### config.mk
export PLATFORM = sky130hd
export DESIGN_NAME = timer_bank
export DESIGN_NICKNAME = d
export VERILOG_FILES = /design/src/rtl/timer_bank_pkg.sv /design/src/rtl/timer_channel.sv /design/src/rtl/timer_bank.sv
export SDC_FILE = /design/constraint.sdc
export NUM_CORES = 1
export LEC_CHECK = 0
export CELL_PAD_IN_SITES_DETAIL_PLACEMENT = 0
export CELL_PAD_IN_SITES_GLOBAL_PLACEMENT = 1
export CORE_MARGIN = 2
export CORE_UTILIZATION = 36
export CTS_CLUSTER_DIAMETER = 150
export CTS_CLUSTER_SIZE = 14
export DETAILED_ROUTE_END_ITERATION = 6
export GPL_TIMING_DRIVEN = 0
export PLACE_DENSITY_LB_ADDON = 0.1
export REMOVE_ABC_BUFFERS = 1
export SYNTH_ARGS = -nofsm -noshare
export SYNTH_HDL_FRONTEND = slang
export SYNTH_SLANG_ARGS = --single-unit
### constraint.sdc
create_clock -name clk -period 15.95 [get_ports clk]
set_input_delay 3.19 -clock clk [delete_from_list [all_inputs] [get_ports clk]]
set_output_delay 3.19 -clock clk [all_outputs]
set_load 0.1 [all_outputs]
### src/rtl/timer_bank_pkg.sv
// rtl/timer_bank_pkg.sv - register map and bit positions shared by the timer bank.
package timer_bank_pkg;

  typedef enum logic [1:0] {
    REG_CTRL   = 2'd0,
    REG_PERIOD = 2'd1,
    REG_STATUS = 2'd2,
    REG_COUNT  = 2'd3
  } reg_e;

  localparam int CTRL_EN      = 0;
  localparam int CTRL_ONESHOT = 1;
  localparam int CTRL_IE      = 2;
  localparam int STAT_TC      = 0;
  localparam int STAT_TOGGLE  = 2;

endpackage

### src/rtl/timer_channel.sv
// rtl/timer_channel.sv - one down-period timer channel; IE stored only with TIMER_BANK_IRQ_EN.
module timer_channel
  import timer_bank_pkg::*;
#(
  parameter int          WIDTH          = 32,
  parameter logic [31:0] DEFAULT_PERIOD = 32'h005F5E10,
  parameter logic        DEFAULT_EN     = 1'b1
) (
  input  logic             clk,
  input  logic             reset,
  input  logic             wr_ctrl,
  input  logic             wr_period,
  input  logic             wr_status,
  input  logic             wr_count,
  input  logic [WIDTH-1:0] wdata,
  output logic             en,
  output logic             oneshot,
  output logic             ie,
  output logic             tc,
  output logic             toggle,
  output logic             tick,
  output logic [WIDTH-1:0] count,
  output logic [WIDTH-1:0] period
);

  localparam logic [WIDTH-1:0] ONE = WIDTH'(1);

  logic             en_q, en_d, oneshot_q, oneshot_d;
  logic             tc_q, tc_d, toggle_q, toggle_d, tick_q, tick_d;
  logic [WIDTH-1:0] count_q, count_d, period_q, period_d;
  logic             fire;

  always_comb begin
    en_d      = en_q;
    oneshot_d = oneshot_q;
    tc_d      = tc_q;
    toggle_d  = toggle_q;
    tick_d    = 1'b0;
    count_d   = count_q;
    period_d  = period_q;
    fire      = 1'b0;

    if (wr_status && wdata[STAT_TC]) tc_d = 1'b0;

    // >= rather than == so a shrunk PERIOD fires immediately instead of wrapping
    if (en_q && (period_q != '0)) begin
      if (count_q >= period_q - ONE) begin
        fire     = 1'b1;
        count_d  = '0;
        tc_d     = 1'b1;
        toggle_d = ~toggle_q;
        tick_d   = 1'b1;
        if (oneshot_q) en_d = 1'b0;
      end else begin
        count_d = count_q + ONE;
      end
    end

    if (wr_period) period_d = wdata;
    if (wr_count)  count_d  = wdata;
    if (wr_ctrl) begin
      en_d      = wdata[CTRL_EN];
      oneshot_d = wdata[CTRL_ONESHOT];
    end
  end

  always_ff @(posedge clk or posedge reset) begin
    if (reset) begin
      en_q      <= DEFAULT_EN;
      oneshot_q <= 1'b0;
      tc_q      <= 1'b0;
      toggle_q  <= 1'b0;
      tick_q    <= 1'b0;
      count_q   <= '0;
      period_q  <= WIDTH'(DEFAULT_PERIOD);
    end else begin
      en_q      <= en_d;
      oneshot_q <= oneshot_d;
      tc_q      <= tc_d;
      toggle_q  <= toggle_d;
      tick_q    <= tick_d;
      count_q   <= count_d;
      period_q  <= period_d;
    end
  end

`ifdef TIMER_BANK_IRQ_EN
  logic ie_q, ie_d;

  always_comb begin
    ie_d = ie_q;
    if (wr_ctrl) ie_d = wdata[CTRL_IE];
  end

  always_ff @(posedge clk or posedge reset) begin
    if (reset) ie_q <= 1'b0;
    else       ie_q <= ie_d;
  end

  assign ie = ie_q;
`else
  assign ie = 1'b0;
`endif

  assign en      = en_q;
  assign oneshot = oneshot_q;
  assign tc      = tc_q;
  assign toggle  = toggle_q;
  assign tick    = tick_q;
  assign count   = count_q;
  assign period  = period_q;

endmodule

### src/rtl/timer_bank.sv
// rtl/timer_bank.sv - NCH timer channels behind one register port; irq live only with TIMER_BANK_IRQ_EN.
module timer_bank
  import timer_bank_pkg::*;
#(
  parameter int          NCH            = 4,
  parameter int          WIDTH          = 32,
  parameter logic [31:0] DEFAULT_PERIOD = 32'h005F5E10,
  parameter logic        DEFAULT_EN     = 1'b1
) (
  input  logic                     clk,
  input  logic                     reset,
  input  logic [$clog2(NCH)+1:0]   addr,
  input  logic [WIDTH-1:0]         din,
  input  logic                     wren,
  input  logic                     rden,
  output logic [WIDTH-1:0]         dout,
  output logic [NCH-1:0]           tick,
  output logic [NCH-1:0]           toggle,
  output logic                     irq
);

  localparam int AW = $clog2(NCH) + 2;

  logic [AW-1:0]    ch_addr;
  reg_e             reg_sel;
  logic [NCH-1:0]   ch_en, ch_oneshot, ch_ie, ch_tc, ch_toggle, ch_tick;
  logic [WIDTH-1:0] ch_count  [NCH];
  logic [WIDTH-1:0] ch_period [NCH];
  logic [WIDTH-1:0] dout_q, dout_d;

  assign ch_addr = addr >> 2;
  assign reg_sel = reg_e'(addr[1:0]);

  // Channel addresses with no matching instance simply select nothing
  for (genvar i = 0; i < NCH; i++) begin : g_ch
    logic sel;
    assign sel = wren && (ch_addr == AW'(i));

    timer_channel #(
      .WIDTH         (WIDTH),
      .DEFAULT_PERIOD(DEFAULT_PERIOD),
      .DEFAULT_EN    (DEFAULT_EN)
    ) u_ch (
      .clk      (clk),
      .reset    (reset),
      .wr_ctrl  (sel && (reg_sel == REG_CTRL)),
      .wr_period(sel && (reg_sel == REG_PERIOD)),
      .wr_status(sel && (reg_sel == REG_STATUS)),
      .wr_count (sel && (reg_sel == REG_COUNT)),
      .wdata    (din),
      .en       (ch_en[i]),
      .oneshot  (ch_oneshot[i]),
      .ie       (ch_ie[i]),
      .tc       (ch_tc[i]),
      .toggle   (ch_toggle[i]),
      .tick     (ch_tick[i]),
      .count    (ch_count[i]),
      .period   (ch_period[i])
    );
  end

  always_comb begin
    dout_d = dout_q;
    if (rden) begin
      dout_d = '0;
      for (int i = 0; i < NCH; i++) begin
        if (ch_addr == AW'(i)) begin
          case (reg_sel)
            REG_CTRL: begin
              dout_d[CTRL_EN]      = ch_en[i];
              dout_d[CTRL_ONESHOT] = ch_oneshot[i];
              dout_d[CTRL_IE]      = ch_ie[i];
            end
            REG_PERIOD: dout_d = ch_period[i];
            REG_STATUS: begin
              dout_d[STAT_TC]     = ch_tc[i];
              dout_d[STAT_TOGGLE] = ch_toggle[i];
            end
            REG_COUNT: dout_d = ch_count[i];
            default:   dout_d = '0;
          endcase
        end
      end
    end
  end

  always_ff @(posedge clk or posedge reset) begin
    if (reset) dout_q <= '0;
    else       dout_q <= dout_d;
  end

  assign dout   = dout_q;
  assign tick   = ch_tick;
  assign toggle = ch_toggle;

`ifdef TIMER_BANK_IRQ_EN
  assign irq = |(ch_tc & ch_ie);
`else
  assign irq = 1'b0;
`endif

endmodule
* Yosys cells after proc, flatten, opt, wreduce, memory -nomap -nowiden
Index checks and enable logic that the tools add are counted.
** Storage, ports and cells
- Register bits after elaboration :: 308
- Latch bits :: 0
- Memory bits (writable) :: 0
- ROM bits :: 0
- Output and inout bits :: 41
- Logic and storage cells :: 177
- Memories kept :: 0
** Cells by class
- Add/sub/neg operators :: 8
- Multipliers :: 0
- Div/mod/pow operators :: 0
- Order comparisons :: 4
- Equality and inequality tests :: 6
- Shift operators :: 0
- Muxes and demuxes :: 68
- Bitwise operators :: 4
- Reductions and logical operators :: 58
** Operators with widths (count)
- $mux 32 :: 16
- $pmux 29 s2 :: 4
- $add 32x1->32 const B :: 4
- $ge 32x32->1 :: 4
- $reduce_bool 32->1 :: 4
- $sub 32x1->32 const B :: 4
- $mux 1 :: 36
- $pmux 1 s4 :: 8
- $reduce_bool 2->1 :: 16
- $logic_and 1x1->1 :: 28
- $pmux 1 s3 :: 4
- $reduce_and 3->1 :: 4
- $eq 2x2->1 const B :: 4
- $reduce_and 2->1 :: 4
- $eq 2x1->1 const B :: 2
- $logic_not 4->1 :: 1
- $not 1->1 :: 4
- $logic_not 2->1 :: 1

* Depth between registers and ports, before layout
Gate-level depths: netlist of run 1.
- Depth in word-level cells :: 9
- Gate-level depth with buffers :: 19

* Cells and area by module
Synthesis of run 1 repeated with hierarchy kept, for this count alone.
** Second synthesis, totals
- Cells, all modules :: 2431
- Area total of the unflattened synthesis :: 22834.4 µm²
** Modules (own cells, without submodules)
- timer_channel at g_ch[0].u_ch ... :: times used 3, cells each 528, area each 4812.1 µm², seq. area each 1742.9 µm²
- timer_channel at g_ch[3].u_ch :: times used 1, cells each 554, area each 5006.1 µm², seq. area each 1742.9 µm²
- timer_bank :: times used 1, cells each 293, area each 3392.0 µm², seq. area each 800.8 µm²

* Least setup slack after synthesis of run 1
Ideal clock, no wire load.
- Kind :: input-to-reg
- From :: input addr[1]
- To :: register dout_q[10] (netlist: dout[10])
- Setup time :: 0.141 ns
- Arrival time :: 5.065 ns
- Setup slack :: 10.744 ns
- Cell stages on the path :: 6
- Path buffers :: 4
- Cell sequence :: buf_1 clkbuf_1 buf_1 buf_1 mux2i_1 o22ai_1
** Between the ends
- Cells in the longest elaborated chain, start to end :: 9
- Elaborated cells on any way between the ends :: 10
- Those cells by class :: eq/ne: 2; mux: 8
** Ends and longest elaborated chain
- from (decl) :: RTL line timer_bank.sv:12 : input logic [$clog2(NCH)+1:0] addr,
- $eq 2x2->1 or $eq 2x1->1 (tied branches) :: RTL line timer_bank.sv:68 : case (reg_sel)
- $pmux 29 s2 :: RTL line timer_bank.sv:68
- $mux 32 :: RTL line timer_bank.sv:67 : if (ch_addr == AW'(i)) begin
- $pmux 29 s2 :: RTL line timer_bank.sv:68
- $mux 32 :: RTL line timer_bank.sv:67
- $pmux 29 s2 :: RTL line timer_bank.sv:68
- $mux 32 :: RTL line timer_bank.sv:67
- $pmux 29 s2 :: RTL line timer_bank.sv:68
- $mux 32 * :: RTL line timer_bank.sv:67
- to (signal assigned) :: RTL line timer_bank.sv:89 : else dout_q <= dout_d;
- to (decl) :: RTL line timer_bank.sv:29 : logic [WIDTH-1:0] dout_q, dout_d;
Every way passes the cells marked *; elsewhere a longest branch is shown, timed or not.
A chain may end at the register's enable or synchronous reset.

* Worst setup path after layout of run 1
- From :: register g_ch[2].u_ch.period_q[5]
- To :: register g_ch[2].u_ch.count_q[10]
** Between the ends
- Cells in the longest elaborated chain, start to end :: 5
- Elaborated cells on any way between the ends :: 8
- Those cells by class :: add/sub: 1; order compare: 1; mux: 3; reduce/logical: 3
** Ends and longest elaborated chain
- from (decl) :: RTL line timer_channel.sv:30 : logic [WIDTH-1:0] count_q, count_d, period_q, period_d;
- from (signal assigned) :: RTL line timer_channel.sv:75 : period_q <= WIDTH'(DEFAULT_PERIOD);
- from (signal assigned) :: RTL line timer_channel.sv:83 : period_q <= period_d;
- $sub 32x1->32 :: RTL line timer_channel.sv:47 : if (count_q >= period_q - ONE) begin
- $ge 32x32->1 :: RTL line timer_channel.sv:47
- $mux 32 :: RTL line timer_channel.sv:47
- $mux 32 :: RTL line timer_channel.sv:46 : if (en_q && (period_q != '0)) begin
- $mux 32 :: RTL line timer_channel.sv:60 : if (wr_count) count_d = wdata;
- to (signal assigned) :: RTL line timer_channel.sv:82 : count_q <= count_d;
- to (decl) :: RTL line timer_channel.sv:30
Parallel ways exist; a longest one is shown, timed or not. The select of a mux whose other input is x is not followed.

==> summary.txt, run 1 <==
Run status
  • Outcome: complete, no violations

Critical path
  • Critical Path Start Type: register
  • Crit. End Element: register
  • Worst reg2reg path endpoint: g_ch[2].u_ch.count[10]
  • Max incr delay on CP: 1.15 ns
  • Reg-to-reg slack, setup: 9.08 ns
  • RR Startpoint: g_ch[2].u_ch.period[5]
  • CP startpoint: g_ch[2].u_ch.period[5]
  • Reg2Reg Depth: 15
  • Worst EP arrival: 7.32 ns
  • Critical path type: reg -> reg
  • Slowest CP cell: a21oi_1
  • CP max FO: 17
  • WP data required: 16.40 ns
  • CP Cell Sequence: nor4_1 > nand2_1 > nand4bb_1 > or2_2 > nor4_2 > nand2_1 > xor2_1 > ha_1 > nand4_1 > nor4_1 > nand2_1 > a21oi_1 > or2_2 > a21oi_2 > a22o_1
  • CP most frequent cell: nand2_1

Clock network
  • Hold buffer count at cts: 0
  • TritonCTS buffer count: 25
  • Clock-pin slew on the worst setup and hold paths: 0.08 ns
  • Post-cts resize count: 0
  • Post-CTS Setup Bufs: 0
  • Clock sinks: 308
  • CTS root buf: clkbuf_16
  • Clock buffer depth: 3
  • CTS tree: built
  • Clock Latency Late Sink: 0.58 ns
  • H-tree levels: 1

Floorplan
  • Core area: 0.0588 mm^2
  • Top Ports: 81
  • Initial core utilization: 36.3%
  • Die Area: 0.0612 mm^2
  • Die width: 247 um
  • Row Count: 89
  • Vert. Die Dim: 247 um

Synthesis
  • Async SR Flop Fraction: 100%
  • Synthesized instance count: 2222
  • Post-synth EDFFs: 0
  • Seq/Total Area, Yosys: 36.5%
  • Post-synthesis register bit count: 308
  • Synthesis Warnings: 0
  • Post-Syn Area: 0.0213 mm^2
  • Post-synth top flop: dfrtp_1
  • Synth cell types: 75
  • Avg Synthesized Cell Area: 9.59 um^2

Detailed routing
  • Final WL: 76.1 mm
  • DR vias/cell: 5.77
  • Antenna Nets Post-Route: 0
  • Drt wl/cell: 25.1 um
  • Remaining DRCs: 0
  • Routed vias: 17500
  • Drt pass-1 iters: 5
  • DRT iter0 DRCs: 1423

STA
  • Fin crit share: 43.1%
  • RSZ-0062 raised after global routing: false
  • Final hold vios: 0
  • Post-Route Skew: 0.0249 ns
  • Setup tns final: 0 ns
  • Slew headroom: 2.91%
  • Max-slew violations: 0
  • Fin crit period: 6.87 ns
  • Final setup vio count: 0
  • Fmax achieved: 0.146 GHz
  • Worst-margin pin slew: 1.46 ns

Global route
  • Largest net degree at the start of global routing: 119
  • First-pass GRT wire length: 115 mm
  • Vias in the first global route: 17300
  • Tot GR Track Use: 25.2%
  • Global route overflow: 0
  • Antenna violations before repair: 0

Placement
  • I/O Buffers: 79
  • Dpl hpwl: 58.5 mm
  • Gp weighted congestion: 0.911
  • Placed cells: 2986

Hold path
  • Hold Startpoint: g_ch[0].u_ch.toggle
  • Hold EP: g_ch[0].u_ch.toggle
  • Worst hold path type: reg -> reg
  • Hold Crit Depth: 1

Layout
  • Final instance count without filler cells: 3030
  • Nets: 2420
  • Layout Area Growth over Synthesis: 11.0%
  • Layout cells sized above 1: 13.2%

Power
  • Reg power frac: 40.8%
  • Switching pwr: 1720 uW
  • Power per cell area: 159 mW/mm^2
  • VDD IR-drop max: 0.0000837 V
  • Combinational fraction of design power: 43.0%
  • Clock share of power: 16.2%
  • Int Power: 2030 uW
  • Switching Fraction: 45.9%
  • Static Leak: 0.00913 uW

Run
  • Maxcap violations: 0
[registers in the layout, summed over array words and instances (netlist names)]
name,cells
g_ch.u_ch.count,128
g_ch.u_ch.tc,4
g_ch.u_ch.tick,4
g_ch.u_ch.oneshot,4
g_ch.u_ch.en,4
g_ch.u_ch.toggle,4
dout,32
g_ch.u_ch.period,128
[cells by family (layout without fill, tap and decap cells)]
kind of cell	after synthesis	after routing	share of synthesized area, %
and+or+nand+nor	765	765	17.6
xor gates and xnor gates	207	207	8.50
AOI/OAI and AO/OA	405	405	11.8
DFF	308	308	36.5
other	1	3	0.0176
muxes	240	240	14.3
adders and majority gates	140	140	8.22
buffers and inverters	156	189	3.06
[power groups by stage]
stage	clock [uW]	combinational [uW]	sequential, uW
6_report	609	1610	1530
5_1_grt	655	1780	1580
2_1_floorplan	0	1000	1510
3_3_place_gp	0	1570	1530
3_5_place_dp	0	1610	1540
4_1_cts	628	1620	1520
[critical path: cells and delay by family, from the launching register on]
kind                       cells  cell delay, ns
AOI/OAI and AO/OA              3            1.72
xor gates and xnor gates       1            0.19
adders and majority gates      1            0.31
DFF                            1            0.48
and+or+nand+nor               10            4.04
[layer usage]
layer	wire length, um	track usage, %	up-vias
li1	-	-	8168
met1	36000	36.4	8795
met2	34400	39.8	436
met3	3550	2.97	89
met4	2150	6.97	0
met5	0	0	-
[how the worst max path moves through the flow]
stage,to,slack [ns],cells past startpoint
2_1_floorplan,dout[0],4.33,1
3_3_place_gp,g_ch[1].u_ch.period[28],-0.46,2
3_5_place_dp,g_ch[0].u_ch.count[23],8.79,7
4_1_cts,g_ch[2].u_ch.count[10],9.11,15
5_1_grt,g_ch[2].u_ch.count[10],8.88,15
6_report,g_ch[2].u_ch.count[10],9.08,15
[stage by stage]
| stage | utilization, % | hold slack, ns | area (um^2) | worst slack (ns) | total power [uW] |
|---|---|---|---|---|---|
| 3_3_place_gp | 38.5 | 0.477 | 22600 | -0.464 | 3090 |
| 3_5_place_dp | 39.1 | 0.493 | 23000 | 8.79 | 3140 |
| 5_1_grt | 40.3 | 0.513 | 23700 | 8.88 | 4010 |
| 2_1_floorplan | - | 0.445 | 20900 | 4.33 | 2510 |
| 6_report | 40.3 | 0.497 | 23700 | 9.08 | 3750 |
| 4_1_cts | 40.3 | 0.506 | 23700 | 9.11 | 3770 |
[cells in the mapped netlist (21+ instances only)]
cell	count	area share, %
mux2i_1	69	3.2
dfstp_2	52	6.4
a21oi_1	96	2.3
nor3_1	86	2.0
clkbuf_1	74	1.3
xor2_1	83	3.4
o21ai_0	116	2.7
nand2_1	226	4.0
o22ai_1	42	1.2
nor4_1	33	0.97
xnor2_1	124	5.1
mux2_2	132	7.0
and4_1	21	0.86
ha_1	140	8.2
nand4_1	42	1.2
inv_1	54	0.95
nor2_1	170	3.0
dfrtp_1	256	30
nand3_1	66	1.5
mux4_2	39	4.1
[placed cells by master (no fill, tap or decap), types with 18 or more instances in the layout]
cell type / count
a21oi_1: 96
clkdlybuf4s50_1: 75
o22ai_1: 42
inv_1: 53
clkbuf_16: 25
nor2_1: 163
o21ai_0: 116
dfrtp_1: 256
or4_1: 18
xor2_1: 83
nor3_1: 85
and4_1: 21
nand4_1: 42
nor4_1: 33
mux2i_1: 69
ha_1: 140
xnor2_1: 124
mux2_2: 132
mux4_2: 39
nand3_1: 65
dfstp_2: 52
a31oi_1: 18
nand2_1: 226
[area by class of cell]
type                       count  area [um^2]
antenna                        2         5.00
clock buffer                  42          689
fill                        5882        35100
inverter                      54          210
multi-input combinational   1758        13000
sequential                   308         7770
tap                          773          967
timing repair buffer          93         1070
(Power assumes the default switching activity.)
==> run 2: changes to the inputs <==
- clock period: 15.95 -> 7.08 ns (I/O delays scaled with it)
==> results of run 2 <==
Same layout as run 1 (identical final DEF). Status: complete, no violations.
Main changes from that run: setup slack after placement 8.79 ns -> 0.259 ns; setup slack after layout 9.08 ns -> 0.211 ns; register-to-register setup slack 9.08 ns -> 0.21 ns; total power 3750 uW -> 8450 uW; worst IR drop on VDD 0.0000837 V -> 0.000189 V
